`src/rtl/addsub_serial_if.sv`:
```
// addsub_serial_if -- operand/result handshake bundle for addsub_serial (rev 1.0)
`default_nettype none

interface addsub_serial_if #(
   parameter int WIDTH = 32
);
   logic             in_valid;
   logic             in_ready;
   logic [WIDTH-1:0] A;
   logic [WIDTH-1:0] B;
   logic             op_sub;
   logic             out_valid;
   logic             out_ready;
   logic [WIDTH-1:0] result;
   logic             cout;
   logic             overflow;
   logic             zero;

   modport master (
      output in_valid, A, B, op_sub, out_ready,
      input  in_ready, out_valid, result, cout, overflow, zero
   );

   modport slave (
      input  in_valid, A, B, op_sub, out_ready,
      output in_ready, out_valid, result, cout, overflow, zero
   );
endinterface

`default_nettype wire

```
`src/rtl/addsub_serial.sv`:
```
// addsub_serial -- digit-serial add/subtract, DIGIT bits per cycle, LSB slice first (rev 1.0)
`default_nettype none

module addsub_serial #(
   parameter int WIDTH = 32,
   parameter int DIGIT = 8
) (
   input  logic          clk,
   input  logic          reset_n,
   addsub_serial_if.slave bus
);
   localparam int N  = WIDTH / DIGIT;
   localparam int CW = (N > 1) ? $clog2(N) : 1;
   localparam int OW = (WIDTH > 1) ? $clog2(WIDTH) : 1;

   typedef enum logic [1:0] {
      IDLE = 2'd0,
      RUN  = 2'd1,
      DONE = 2'd2
   } state_t;

   state_t           state;
   state_t           state_next;
   logic [WIDTH-1:0] a_reg;
   logic [WIDTH-1:0] b_reg;
   logic [WIDTH-1:0] res_reg;
   logic             sub_reg;
   logic             carry;
   logic [CW-1:0]    count;
   logic             cout_reg;
   logic             ovf_reg;
   logic             zero_reg;

   logic [OW-1:0]    offset;
   logic             last;
   logic [DIGIT-1:0] a_slice;
   logic [DIGIT-1:0] b_slice;
   logic [DIGIT:0]   slice_full;
   logic [DIGIT-1:0] slice;
   logic             carry_out;
   logic [WIDTH-1:0] res_next;
   logic             ovf_next;

   assign offset  = OW'(int'(count) * DIGIT);
   assign last    = (count == CW'(N - 1));
   assign a_slice = a_reg[offset +: DIGIT];
   assign b_slice = b_reg[offset +: DIGIT];

   // The extra top bit of the (DIGIT+1)-bit slice value is the carry, or for
   // subtraction the sign of the slice difference, i.e. the borrow out.
   always_comb begin
      slice_full = '0;
      if (sub_reg) begin
         slice_full = {1'b0, a_slice} - {1'b0, b_slice} - {{DIGIT{1'b0}}, carry};
      end else begin
         slice_full = {1'b0, a_slice} + {1'b0, b_slice} + {{DIGIT{1'b0}}, carry};
      end
      carry_out = slice_full[DIGIT];
      slice     = slice_full[DIGIT-1:0];

      res_next                  = res_reg;
      res_next[offset +: DIGIT] = slice;

      if (sub_reg) begin
         ovf_next = (a_reg[WIDTH-1] != b_reg[WIDTH-1]) && (slice[DIGIT-1] != a_reg[WIDTH-1]);
      end else begin
         ovf_next = (a_reg[WIDTH-1] == b_reg[WIDTH-1]) && (slice[DIGIT-1] != a_reg[WIDTH-1]);
      end
   end

   always_ff @(posedge clk) begin
      if (!reset_n) begin
         state <= IDLE;
      end else begin
         state <= state_next;
      end
   end

   always_comb begin
      state_next = state;
      case (state)
         IDLE:    if (bus.in_valid) state_next = RUN;
         RUN:     if (last) state_next = DONE;
         DONE:    if (bus.out_ready) state_next = IDLE;
         default: state_next = IDLE;
      endcase
   end

   always_ff @(posedge clk) begin
      if (!reset_n) begin
         a_reg    <= '0;
         b_reg    <= '0;
         sub_reg  <= 1'b0;
         res_reg  <= '0;
         carry    <= 1'b0;
         count    <= '0;
         cout_reg <= 1'b0;
         ovf_reg  <= 1'b0;
         zero_reg <= 1'b0;
      end else begin
         case (state)
            IDLE: begin
               if (bus.in_valid) begin
                  a_reg   <= bus.A;
                  b_reg   <= bus.B;
                  sub_reg <= bus.op_sub;
                  res_reg <= '0;
                  carry   <= 1'b0;
                  count   <= '0;
               end
            end
            RUN: begin
               res_reg <= res_next;
               carry   <= carry_out;
               count   <= last ? '0 : count + 1'b1;
               if (last) begin
                  cout_reg <= carry_out;
                  ovf_reg  <= ovf_next;
                  zero_reg <= (res_next == '0);
               end
            end
            default: begin
            end
         endcase
      end
   end

   assign bus.in_ready  = (state == IDLE);
   assign bus.out_valid = (state == DONE);
   assign bus.result    = res_reg;
   assign bus.cout      = cout_reg;
   assign bus.overflow  = ovf_reg;
   assign bus.zero      = zero_reg;
endmodule

`default_nettype wire

```
`src/flat_wrapper.sv`:
```
// flat-port wrapper written by rule: the top's interface ports become plain ports
module addsub_serial_flat 
#(
   parameter int WIDTH = 32,
   parameter int DIGIT = 8
)
  (clk, reset_n, bus_in_valid, bus_A, bus_B, bus_op_sub, bus_out_ready, bus_in_ready, bus_out_valid, bus_result, bus_cout, bus_overflow, bus_zero);
  addsub_serial_if #(.WIDTH(WIDTH)) bus_i ();
  input  logic clk;
  input  logic reset_n;
  input wire logic [$bits(bus_i.in_valid)-1:0] bus_in_valid;
  input wire logic [$bits(bus_i.A)-1:0] bus_A;
  input wire logic [$bits(bus_i.B)-1:0] bus_B;
  input wire logic [$bits(bus_i.op_sub)-1:0] bus_op_sub;
  input wire logic [$bits(bus_i.out_ready)-1:0] bus_out_ready;
  output wire logic [$bits(bus_i.in_ready)-1:0] bus_in_ready;
  output wire logic [$bits(bus_i.out_valid)-1:0] bus_out_valid;
  output wire logic [$bits(bus_i.result)-1:0] bus_result;
  output wire logic [$bits(bus_i.cout)-1:0] bus_cout;
  output wire logic [$bits(bus_i.overflow)-1:0] bus_overflow;
  output wire logic [$bits(bus_i.zero)-1:0] bus_zero;
  assign bus_i.in_valid = bus_in_valid;
  assign bus_i.A = bus_A;
  assign bus_i.B = bus_B;
  assign bus_i.op_sub = bus_op_sub;
  assign bus_i.out_ready = bus_out_ready;
  assign bus_in_ready = bus_i.in_ready;
  assign bus_out_valid = bus_i.out_valid;
  assign bus_result = bus_i.result;
  assign bus_cout = bus_i.cout;
  assign bus_overflow = bus_i.overflow;
  assign bus_zero = bus_i.zero;
  addsub_serial #(.WIDTH(WIDTH), .DIGIT(DIGIT)) u_core (.clk(clk), .reset_n(reset_n), .bus(bus_i));
endmodule
```
`config.mk`:
```
export PLATFORM = sky130hd
export DESIGN_NAME = addsub_serial_flat
export DESIGN_NICKNAME = d
export VERILOG_FILES = /design/src/rtl/addsub_serial_if.sv /design/src/rtl/addsub_serial.sv /design/src/flat_wrapper.sv
export SDC_FILE = /design/constraint.sdc
export NUM_CORES = 1
export LEC_CHECK = 0
export CORE_MARGIN = 2
export CORE_UTILIZATION = 47
export CTS_BUF_LIST = sky130_fd_sc_hd__clkbuf_16
export DETAILED_ROUTE_END_ITERATION = 8
export PLACE_DENSITY = 0.86
export SYNTH_ARGS = -nofsm -noshare
export SYNTH_HDL_FRONTEND = slang
export SYNTH_SLANG_ARGS = --single-unit
```
`constraint.sdc`:
```
create_clock -name clk -period 3.6 [get_ports clk]
set_input_delay 0.36 -clock clk [delete_from_list [all_inputs] [get_ports clk]]
set_output_delay 0.36 -clock clk [all_outputs]
set_load 0.01 [all_outputs]
```
==> run summary <==
YOSYS
------------------------------------------------------------------------------
Leading register cell type out of synthesis ..................... sky130_fd_sc_hd__dfxtp_1
Compound-gate portion of the synthesized area ...................        20.7%
Yosys warns .....................................................            0
Number of different library cells in the post-synthesis netlist .           50
Net Count, Synth ................................................          733
Largest family of logic cells by synthesized area ............... compound AO/OA/AOI/OAI gates
Multiplexer fraction of the synthesized cell area ...............        7.49%
Area share of xor/xnor cells in the synthesized design ..........        1.59%
Post-synthesis sequential area ratio ............................        38.1%
Adder and majority cell fraction of the synthesized area ........        7.13%
Number of enable flip-flop cells after synthesis ................            0
Mean instance size in the synthesized netlist ...................   8.68 sq um
Synthesized-area fraction occupied by and/or/nand/nor cells .....        20.3%
Async set-reset flop share out of synthesis .....................           0%
Synth Cell Area .................................................   5510 sq um
Register bit count reported by yosys ............................          105
Synthesized netlist cell count ..................................          635

RUN
------------------------------------------------------------------------------
Max Cap Viol ....................................................            0

FLOORPLAN
------------------------------------------------------------------------------
Width of the chip ...............................................  112 microns
Initial Utilization .............................................        48.3%
Die Footprint ...................................................  12600 sq um
Number of placement rows ........................................           39
Top-level port count ............................................          106
Area of the core ................................................  11400 sq um
Overall die height ..............................................  112 microns

CRITICAL PATH
------------------------------------------------------------------------------
Worst Path Max Fanout ...........................................           18
Crit-path slowest cell .......................................... sky130_fd_sc_hd__mux4_2
Depth of the most critical reg-to-reg path ......................           11
Endpoint type of the worst setup path ...........................     register
Critical path type .............................................. register to register
Critical path buffer and inverter count .........................            2
Delay of the slowest cell on the worst path .....................      0.55 ns
Required time worst endpoint ....................................      3.87 ns
FF-to-FF Start .................................................. u_core.count[0]
Sequence of cells on the critical path .......................... buf_6 -> mux4_2 -> ha_1 -> inv_1 -> ha_1 -> o21a_1 -> nor2_1 -> nor2_1 -> o311ai_4 -> o21ai_0 -> a21boi_0
Arr. time, crit path ............................................      3.64 ns
Setup crit start kind ...........................................     register
Reg-to-reg critical path endpoint ............................... u_core.bus.result[31]
Cell family with the largest share of critical-path delay ....... compound AO/OA/AOI/OAI gates
Minimum setup slack among reg-to-reg paths ......................      0.23 ns

MIN PATH
------------------------------------------------------------------------------
Cell count of the worst hold path ...............................            2
HP Start ........................................................ u_core.a_reg[18]
Class of the most critical hold timing path ..................... register to register
Endpoint of the worst hold-timing path .......................... u_core.a_reg[18]

CLOCK TREE
------------------------------------------------------------------------------
Clock transition at path regs ...................................      0.07 ns
Clock tree buffer depth .........................................            2
H-tree depth reported by CTS ....................................            3
Number of hold-repair buffers added at the cts stage ............            0
CTS root buf .................................................... sky130_fd_sc_hd__clkbuf_16
Number of buffers created by CTS ................................            9
Number of sinks handled by clock tree synthesis .................          105
Worst-skew pair later-pin latency ...............................      0.35 ns
Clock tree from TritonCTS .......................................          yes

POWER AND IR DROP
------------------------------------------------------------------------------
Max VDD drop ....................................................     0.243 mV
Combinational group share of total power ........................        21.1%
Switching power summed over all nets ............................     0.824 mW
Total power .....................................................      2.86 mW
Switching fraction of total power ...............................        28.8%
Seq pwr share ...................................................        43.6%
Leakage .........................................................      2.54 nW
P per Cell Area .................................................  409 nW/um^2
Cell-internal power .............................................      2.04 mW
Relative contribution of the clock network to total power .......        35.3%

LAYOUT
------------------------------------------------------------------------------
Ant. Diodes .....................................................            0
Synthesis-to-finish area growth .................................        26.8%
Total Nets Final ................................................          822
Fin cells .......................................................          871
Layout cells sized above 1 ......................................        7.55%
End-of-flow core utilization ....................................        61.2%

STA
------------------------------------------------------------------------------
Endpoints failing setup .........................................            0
Final critical path time including I/O delays and setup .........      3.37 ns
Post-route clock skew ...........................................    0.0133 ns
Smallest hold slack .............................................     0.468 ns
Headroom to the max-slew limit ..................................        40.9%
Count of final max-slew check failures ..........................            0
Pin slew with the least headroom to its limit ...................     0.884 ns
Maximum frequency from static timing analysis ...................    0.296 GHz
Endpoints failing hold ..........................................            0
Final worst path period share ...................................        93.7%

ROUTE
------------------------------------------------------------------------------
DRC violations left .............................................            0
Via count normalized by instance count ..........................         5.56
Antenna-violating nets left .....................................            0
Vias ............................................................         4843
Initial detailed-routing violation count ........................          331
Total length of routed wires ....................................      13.9 mm
Routed wire per std cell ........................................ 15.9 microns
Detailed-router iteration count before antenna repair ...........            5

GLOBAL ROUTING
------------------------------------------------------------------------------
First-pass GRT wire length ......................................      23.0 mm
Combined global-route utilization of all metal layers ...........        22.2%
Antenna violations before repair ................................            0
Via count of the first global-routing pass ......................         4824
Overflow left after global routing ..............................            0
Pin count of the biggest net entering global routing ............          106

PLACE
------------------------------------------------------------------------------
Buffers on Ports ................................................          105
Number of instances in the placed design ........................          856
Placed wire-length estimate after detailed placement ............      10.3 mm
Final weighted congestion in routability-driven placement .......        0.917

OUTCOME
------------------------------------------------------------------------------
Status .......................................................... finished clean

power groups by stage:
stage,Combinational (mW),Sequential [mW],Clock (mW)
2_1_floorplan,0.395,1.26,0
3_3_place_gp,0.575,1.27,0
3_5_place_dp,0.590,1.27,0
4_1_cts,0.596,1.24,1.01
5_1_grt,0.668,1.25,1.06
6_report,0.604,1.25,1.01
synth_stat cells, drive strengths merged, types with 2 or more instances:
| cell | n | area [sq um] |
|---|---|---|
| a2111oi | 3 | 26.3 |
| a211oi | 2 | 15.0 |
| a21boi | 76 | 571 |
| a21oi | 22 | 110 |
| a22oi | 23 | 173 |
| a31oi | 3 | 18.8 |
| and2 | 4 | 25.0 |
| buf | 8 | 38.8 |
| clkbuf | 29 | 109 |
| dfxtp | 105 | 2100 |
| fa | 4 | 80.1 |
| ha | 25 | 313 |
| inv | 29 | 109 |
| mux2i | 6 | 60.1 |
| mux4 | 15 | 338 |
| nand2 | 153 | 574 |
| nand2b | 12 | 75.1 |
| nand3 | 3 | 15.0 |
| nand4b | 2 | 17.5 |
| nor2 | 22 | 82.6 |
| nor2b | 28 | 175 |
| nor3 | 9 | 45.0 |
| nor4 | 4 | 25.0 |
| o21a | 4 | 30.0 |
| o21ai | 9 | 48.8 |
| o21bai | 2 | 18.8 |
| o221ai | 3 | 32.5 |
| o311ai | 4 | 52.6 |
| o31ai | 4 | 35.0 |
| or3 | 2 | 12.5 |
| or4 | 2 | 22.5 |
| xnor2 | 5 | 43.8 |
| xor2 | 5 | 43.8 |
cell type report:
cell class,instances,area [sq um]
clock inverter,6,75.1
fill,958,4430
inverter,29,109
clock buffer,9,225
timing repair buffer,115,1120
multi-input combinational,464,3180
sequential,105,2100
tap,143,179
layout by cell type, fill, tap and decap left out, types with 3 or more instances in the layout:
cell / synthesis / final
sky130_fd_sc_hd__xnor2_1: 5 / 5
sky130_fd_sc_hd__xor2_1: 5 / 5
sky130_fd_sc_hd__buf_4: 1 / 9
sky130_fd_sc_hd__a21oi_1: 22 / 21
sky130_fd_sc_hd__a22oi_1: 23 / 23
sky130_fd_sc_hd__clkbuf_16: 0 / 9
sky130_fd_sc_hd__nor4_1: 4 / 4
sky130_fd_sc_hd__a21boi_0: 76 / 76
sky130_fd_sc_hd__inv_1: 29 / 29
sky130_fd_sc_hd__o21ai_0: 8 / 8
sky130_fd_sc_hd__ha_1: 25 / 25
sky130_fd_sc_hd__nand2b_1: 12 / 12
sky130_fd_sc_hd__nor2b_1: 28 / 28
sky130_fd_sc_hd__o21a_1: 4 / 4
sky130_fd_sc_hd__dfxtp_1: 105 / 105
sky130_fd_sc_hd__nand3_1: 3 / 3
sky130_fd_sc_hd__mux4_2: 15 / 15
sky130_fd_sc_hd__nor3_1: 9 / 9
sky130_fd_sc_hd__nor2_1: 22 / 22
sky130_fd_sc_hd__fa_1: 4 / 4
sky130_fd_sc_hd__a31oi_1: 3 / 3
sky130_fd_sc_hd__nand2_1: 153 / 152
sky130_fd_sc_hd__clkdlybuf4s50_1: 0 / 104
sky130_fd_sc_hd__o31ai_1: 3 / 3
sky130_fd_sc_hd__mux2i_1: 6 / 6
worst max-delay path by stage:
| stage | from | endpoint | depth (start not counted) |
|---|---|---|---|
| 6_report | u_core.count[0] | u_core.bus.result[31] | 11 |
| 5_1_grt | u_core.count[0] | u_core.bus.zero | 12 |
| 4_1_cts | u_core.count[0] | u_core.carry | 12 |
| 3_5_place_dp | u_core.count[0] | u_core.carry | 12 |
| 3_3_place_gp | u_core.count[0] | u_core.carry | 12 |
| 2_1_floorplan | u_core.count[0] | u_core.bus.overflow | 13 |
through the flow:
stage               setup slack, ns  cell area, sq um  setup TNS, ns
finish                        0.225              6990              0
global route                -0.0124              6990        -0.0215
CTS                          0.0614              6970              0
detailed placement           0.0917              6670              0
global placement              0.183              6670              0
floorplan                   0.00241              5510              0
worst min-delay path, delay by kind of cell, from the launching register on:
kind	cells	cell delay, ns
AO/OA/AOI/OAI	1	0.06
flip-flops	1	0.31
AND/OR/NAND/NOR	1	0.05
kinds of logic (layout without fill, tap and decap cells):
| family | Yosys count | in the layout |
|---|---|---|
| xor gates and xnor gates | 10 | 10 |
| buffers and inverters | 66 | 159 |
| DFF | 105 | 105 |
| and+or+nand+nor | 247 | 247 |
| AOI/OAI and AO/OA | 156 | 156 |
| muxes | 22 | 22 |
| adders and majority gates | 29 | 29 |
layer usage:
| layer | share of wire [%] | vias up | track usage, % | routed length (microns) |
|---|---|---|---|---|
| met4 | 1.9 | 0 | 7.56 | 269 |
| met3 | 5.4 | 23 | 3.46 | 755 |
| met5 | 0 | - | 0 | 0 |
| li1 | - | 2358 | - | - |
| met1 | 43 | 2302 | 28.7 | 6020 |
| met2 | 49 | 160 | 38.2 | 6830 |
repair_timing:
| action | CTS | global route |
|---|---|---|
| setup buffers | 0 | 0 |
| hold endpoints to repair | 0 | 0 |
| setup endpoints to repair | 0 | 13 |
| resized for setup | 0 | 7 |
Note: power is estimated with default switching activity, not from simulation.
